`src/rtl/wrr_packet_arbiter.sv`:
```
// Weighted round-robin packet arbiter: locks a requester for a whole packet.
// Ports: clock/reset, request/last/weight in; grant/grant_valid/grant_idx/timeout out.
module wrr_packet_arbiter #(
    parameter int N         = 4,
    parameter int WW        = 4,
    parameter int MAX_BEATS = 0
) (
    input  logic                   clock,
    input  logic                   reset,
    input  logic [N-1:0]           request,
    input  logic [N-1:0]           last,
    input  logic [N*WW-1:0]        weight,
    output logic [N-1:0]           grant,
    output logic                   grant_valid,
    output logic [$clog2(N)-1:0]   grant_idx,
    output logic                   timeout
);

    localparam int IW = $clog2(N);
    localparam int HW = (MAX_BEATS > 0) ? $clog2(MAX_BEATS + 1) : 1;

    typedef enum logic {IDLE, LOCKED} state_t;

    state_t        state, state_n;
    logic [IW-1:0] ptr, ptr_n;
    logic [WW-1:0] cnt, cnt_n;
    logic [HW-1:0] hold_cnt, hold_n;
    logic [N-1:0]  grant_n;
    logic          valid_n;
    logic [IW-1:0] idx_n;
    logic          timeout_n;

    logic          found;
    logic [IW-1:0] win;
    logic [IW-1:0] cand;
    logic [WW-1:0] wsel;
    logic [WW:0]   c;
    logic [WW:0]   weff;
    logic          release_req;
    logic          expire;

    // Rotating search starting at ptr; first requester found wins.
    always_comb begin
        found = 1'b0;
        win   = '0;
        cand  = ptr;
        for (int k = 0; k < N; k++) begin
            if (!found && request[cand]) begin
                found = 1'b1;
                win   = cand;
            end
            cand = (cand == IW'(N - 1)) ? '0 : cand + IW'(1);
        end
    end

    always_comb begin
        wsel = '0;
        for (int i = 0; i < N; i++) begin
            if (win == IW'(i)) wsel = weight[i*WW +: WW];
        end
    end

    // One extra bit so cnt+1 can reach 2**WW without wrapping.
    always_comb begin
        c    = (win == ptr) ? ({1'b0, cnt} + (WW+1)'(1)) : (WW+1)'(1);
        weff = (wsel == '0) ? (WW+1)'(1) : {1'b0, wsel};
    end

    // Dropping request counts as an abort, same as an end-of-packet.
    assign release_req = !request[grant_idx] || last[grant_idx];
    assign expire      = (MAX_BEATS > 0) && (hold_cnt == HW'(MAX_BEATS));

    always_comb begin
        state_n   = state;
        ptr_n     = ptr;
        cnt_n     = cnt;
        hold_n    = hold_cnt;
        grant_n   = grant;
        valid_n   = grant_valid;
        idx_n     = grant_idx;
        timeout_n = 1'b0;
        unique case (state)
            IDLE: begin
                if (found) begin
                    state_n      = LOCKED;
                    grant_n      = '0;
                    grant_n[win] = 1'b1;
                    valid_n      = 1'b1;
                    idx_n        = win;
                    hold_n       = HW'(1);
                    if (c >= weff) begin
                        ptr_n = (win == IW'(N - 1)) ? '0 : win + IW'(1);
                        cnt_n = '0;
                    end else begin
                        ptr_n = win;
                        cnt_n = c[WW-1:0];
                    end
                end
            end
            LOCKED: begin
                if (release_req || expire) begin
                    state_n   = IDLE;
                    grant_n   = '0;
                    valid_n   = 1'b0;
                    idx_n     = '0;
                    hold_n    = '0;
                    timeout_n = !release_req;
                end else if (hold_cnt != '1) begin
                    hold_n = hold_cnt + HW'(1);
                end
            end
            default: state_n = IDLE;
        endcase
    end

    always_ff @(posedge clock or posedge reset) begin
        if (reset) begin
            state       <= IDLE;
            ptr         <= '0;
            cnt         <= '0;
            hold_cnt    <= '0;
            grant       <= '0;
            grant_valid <= 1'b0;
            grant_idx   <= '0;
            timeout     <= 1'b0;
        end else begin
            state       <= state_n;
            ptr         <= ptr_n;
            cnt         <= cnt_n;
            hold_cnt    <= hold_n;
            grant       <= grant_n;
            grant_valid <= valid_n;
            grant_idx   <= idx_n;
            timeout     <= timeout_n;
        end
    end

endmodule

```
`config.mk`:
```
export PLATFORM = sky130hd
export DESIGN_NAME = wrr_packet_arbiter
export DESIGN_NICKNAME = d
export VERILOG_FILES = /design/src/rtl/wrr_packet_arbiter.sv
export SDC_FILE = /design/constraint.sdc
export NUM_CORES = 1
export LEC_CHECK = 0
export BUFFER_PORTS_ARGS = -buffer_cell sky130_fd_sc_hd__buf_2
export CAP_MARGIN = 25
export CORE_UTILIZATION = 32
export DETAILED_ROUTE_END_ITERATION = 12
export PLACE_DENSITY = 0.58
export RECOVER_POWER = 100
export SYNTH_ARGS = -nofsm -noshare
export SYNTH_HDL_FRONTEND = slang
export SYNTH_SLANG_ARGS = --single-unit
```
`constraint.sdc`:
```
create_clock -name clock -period 4.7 [get_ports clock]
set_input_delay 1.175 -clock clock [delete_from_list [all_inputs] [get_ports clock]]
set_output_delay 1.175 -clock clock [all_outputs]
set_load 0.03 [all_outputs]
```
==> Word-level counts from Yosys, hierarchy flattened <==
Cells that the tools add are included.
{ "word_totals": {"input_bits": 26, "ff_bits": 15, "out_inout_bits": 8, "elab_cells": 92} }
{ "classes": {"n_lt_le_gt_ge": 8, "n_bitwise": 1, "n_reduce_logical": 14, "n_eq_ne": 9, "add_sub_neg": 5, "n_mux": 48} }
{ "op_table": {"columns": ["operator", "n"], "rows": [
  ["two-way mux 4 bit", 8],
  ["two-way mux 2 bit", 11],
  ["less-than comparator 2 x 3 -> 1 bit (second input constant)", 6],
  ["two-way mux 1 bit", 17],
  ["binary-select mux 1 bit (select 2 bit)", 6],
  ["equality test 2 bit (second input constant)", 5],
  ["adder 2 x 1 -> 2 bit (second input constant)", 4],
  ["case mux 4 bit (2 select lines)", 1],
  ["adder 4 x 1 -> 5 bit (second input constant)", 1],
  [">= comparator 5 x 4 -> 1 bit", 1],
  ["zero test 1 bit", 5],
  ["two-way mux 5 bit", 1],
  ["logical AND 1 bit", 4],
  ["zero test 4 bit", 1],
  ["case mux 1 bit (2 select lines)", 2],
  ["case mux 2 bit (2 select lines)", 1],
  ["AND reduction 2 bit", 2],
  ["demux 1 bit (select 2 bit)", 1],
  ["equality test 2 x 1 -> 1 bit (second input constant)", 1],
  ["equality test 2 bit", 1],
  [">= comparator 2 x 1 -> 1 bit (second input constant)", 1],
  ["zero test 2 bit", 1],
  ["inequality test 2 x 1 -> 1 bit (second input constant)", 1],
  ["inequality test 2 bit (second input constant)", 1],
  ["2 further kinds", 2]
]} }

==> Longest topological paths before layout <==
{ "depth": {"ltp_word": 21, "depth_mapped": 24, "ltp_nobuf": 23} }

==> Worst setup path before layout <==
OpenSTA, ideal clock, no wires.
{ "synth_path": {"kind": "input to register", "from": "input request[2]", "to": "register ptr[0]", "arrival_time_ns": 4.885, "setup_time_ns": 0.088, "setup_slack_ns": -0.272, "t_required_ns": 4.612, "n_path_buf": 1, "cell_stages": 23, "cell_sequence": "buf_2 -> mux4_1 -> nand2b_1 -> a31oi_1 -> a211oi_1 -> nand2_1 -> inv_1 -> ha_1 -> nor2b_1 -> a22oi_1 -> nor2_1 -> a21oi_1 -> nor2_1 -> a21oi_1 -> a31o_2 -> ha_1 -> nand2b_1 -> a21o_1 -> a21o_1 -> a21o_1 -> nor3_1 -> mux2i_1 -> o211ai_1"} }
{ "synth_between": {"elab_chain_cells": 21, "word_cells_on_any_way": 39, "cone_classes": "add/sub: 1; order compare: 1; eq/ne: 4; mux: 24; reduce/logical: 9"} }
{ "synth_lines": {"columns": ["element", "line_no", "source"], "rows": [
  ["start: declaration", "10", "input logic [N-1:0] request,"],
  ["binary-select mux 1 bit (select 2 bit)", "48", "if (!found && request[cand]) begin"],
  ["two-way mux 1 bit (implied by the code)", "48", null],
  ["two-way mux 1 bit", "48", null],
  ["zero test 1 bit", "48", null],
  ["logical AND 1 bit", "48", null],
  ["two-way mux 1 bit", "48", null],
  ["zero test 1 bit", "48", null],
  ["logical AND 1 bit", "48", null],
  ["[... 2 more ...]", null, null],
  ["logical AND 1 bit", "48", null],
  ["two-way mux 2 bit", "48", null],
  ["zero test 2 bit", "59", "if (win == IW'(i)) wsel = weight[i*WW +: WW];"],
  ["two-way mux 4 bit (4 in a row)", "59", null],
  ["zero test 4 bit", "66", "weff = (wsel == '0) ? (WW+1)'(1) : {1'b0, wsel};"],
  ["two-way mux 4 bit", "66", null],
  [">= comparator 5 x 4 -> 1 bit", "91", "if (c >= weff) begin"],
  ["two-way mux 2 bit", "91", null],
  ["end signal: assignment", "128", "ptr <= ptr_n;"],
  ["end: declaration", "25", "logic [IW-1:0] ptr, ptr_n;"]
]} }
Parallel ways exist; a longest one is shown, timed or not. The select of a mux whose other input is x is not followed.
A chain may end at the register's enable or synchronous reset.

==> Worst setup path in the final report <==
{ "layout_path": {"from": "input request[0]", "to": "register ptr[1]"} }
Same word-level chain as after synthesis.

==> run summary <==
syn nets: 214
status: finished, final reports clean
crit end category: flip-flop
critical path data arrival time: 4.71 ns
initial cell density of the core: 33.8%
GP Congestion: 0.801
worst min path class: reg -> reg
# DRC: 0
placed cell areas: 1910 um2
post-layout min period: 4.56 ns
max-slew violation total from the final report: 0
leading cell types by count after synthesis: nand2_1, dfrtp_1, a21oi_1
final hold slack: 0.482 ns
CP Max Fanout: 6
number of stages on the worst hold path: 2
WS Path Type: in -> reg
worst hold endpoint: grant_valid
Reg-to-Reg Start: ptr[0]
cell count after synthesis: 178
Yosys cell types: 49
Mapped Area: 1490 um2
Critical Path Max Stage Delay: 0.50 ns
post-synthesis mux area share: 9.63%
vias in the first global route: 1504
post-route core utilization: 50.0%
largest family of logic cells by synthesized area: compound AO/OA/AOI/OAI gates
Fmax achieved: 0.219 GHz
clock-pin slew on the worst setup and hold paths: 0.06 ns
routed wire length per instance: 13.8 um
drt via density: 5.37
simple-gate portion of the synthesized area: 22.2%
GRT Overall Usage: 16.6%
Die W: 70.3 um
Reg2Reg Depth: 22
multi-input logic area: 1250 um2
Most used DFF post-synth: dfrtp_1
Seq cells post-synth: 14
CTS Buffer Depth: 2
routed vias: 1569
Slowest-stage cell, CP: mux4_2
layout cell share with drive strength beyond 1: 40.8%
CP required: 4.85 ns
Post-synth ARST share: 100%
final wirelength: 4040 um
Slew headroom: 54.8%
row cnt: 24
Die Ht: 70.3 um
crit path cell chain: buf_8, mux4_2, nand2b_4, a31oi_4, a211oi_2, nand2_2, inv_2, ha_4, nor2b_4, a22oi_2, nor2_1, a21oi_1, nor2_1, a21oi_2, a31o_2, ha_4, nand2b_4, a21o_1, a21o_1, a21o_4, a2111o_1, o221ai_1
number of fill cells: 424
H-tree depth: 1
initial antenna violation count: 0
syn_area_per_cell: 8.39 um2
startpoint types: primary input
largest net degree at the start of global routing: 22
Core Area: 4410 um2
Post-DRT Antenna Nets: 0
n_diodes: 0
root buffer selected by CTS: clkbuf_8
synthesis warning total: 0
R2R Setup Slk: 0.26 ns
Hold Vio Cnt, Final: 0
Clk Latency, worst-skew pair: 0.24 ns
skew final: 0.00414 ns
reg2reg end: ptr[1]
Final setup viols: 0
Post-synth EDFFs: 0
Final period util: 97.0%
grt total ovfl: 0
ranking of synthesized cells by area: dfrtp_1, ha_1, nand2_1, mux2i_1, a21oi_1
XOR/XNOR Fraction of Synth Area: 0.586%
max cap viols: 0
Seq/Total Area, Yosys: 23.5%
Post-Synth Adder-Cell Area: 8.38%
Synth top area share: 23.5%
measured slew at the worst slew-check pin: 0.678 ns
Layout area overhead: 47.7%
CTS buffer count: 3
DP Wirelength: 2950 um
IO Port Bufs: 32
First-pass DRT Iterations: 4
wire length of the first global-routing pass: 6760 um
I/O pins: 34
register area: 350 um2
RSZ-0062 raised after global routing: yes
Compound-Gate Fraction of Synth Area: 29.8%
die area: 4950 um2
Final Cell Area: 2210 um2
Detailed Route Iter0 Violations: 94
Synth area leader: dfrtp_1
CTS Sinks: 14
Nets: 278
top-count cell post-synth: nand2_1
worst hold path startpoint: grant_valid
sum of negative setup slack: 0 ns
CTS tree: built
how the worst max path moves through the flow:
| stage | startpoint | endpoint | slack (ns) |
|---|---|---|---|
| finish | request[0] | ptr[1] | 0.14 |
| global route | request[1] | ptr[0] | -0.08 |
| CTS | request[3] | ptr[0] | 0.005 |
| detailed placement | request[0] | ptr[0] | -0.34 |
| global placement | request[3] | ptr[0] | -0.30 |
| floorplan | request[2] | ptr[0] | -0.03 |
logic make-up after synthesis:
family                     after synthesis
xor gates and xnor gates                 1
adders and majority gates               10
AOI/OAI and AO/OA                       61
buffers and inverters                   17
other                                    1
DFF                                     14
and+or+nand+nor                         63
muxes                                   11
layout by cell type, fill, tap and decap left out, drive strengths merged, types with 6 or more instances in the layout:
master,Yosys,routed
a21oi,13,13
a22o,6,6
buf,6,62
clkbuf,4,10
dfrtp,14,14
ha,10,10
inv,7,7
mux2i,8,8
nand2,23,23
nor2,10,10
o21ai,11,11
metrics by stage:
step,cells,worst slack [ns]
global route,292,-0.0817
global placement,280,-0.300
detailed placement,280,-0.340
floorplan,178,-0.0277
finish,292,0.143
CTS,284,0.00485
layout make-up:
class,instances,area share [%]
clock buffers,3,1.87
multi-input cells,147,56.6
repair buffers,69,21.5
inverters,7,1.19
flip-flops and latches,14,15.9
well taps,52,2.95
critical path, delay by kind of cell:
kind                       cells  cell delay [ns]
and+or+nand+nor                6             0.77
AOI/OAI and AO/OA             11             1.70
buffers and inverters          2             0.20
adders and majority gates      2             0.36
muxes                          1             0.50
sequential cells by signal (all words and copies together), names as in the netlist:
signal       flops
ptr              2
cnt              4
state            1
grant_valid      1
grant            4
grant_idx        2
metal layers:
layer / GRT usage [%] / vias to the layer above / wire (um)
li1: - / 794 / -
met1: 23.0 / 736 / 1930
met2: 27.1 / 35 / 1950
met3: 1.59 / 4 / 120
met4: 4.89 / 0 / 35
met5: 0 / - / 0
what timing repair did:
item / 4_1_cts / 5_1_grt
pin swaps: 1 / 22
resized for setup: 6 / 30
hold buffers: 0 / 0
cloned: 0 / 0
endpoints found under the setup margin: 4 / 6
buffers inserted: 1 / 8
Power is not shown: default switching activity piles up to over one toggle a cycle in this logic, so the estimate is an artifact.
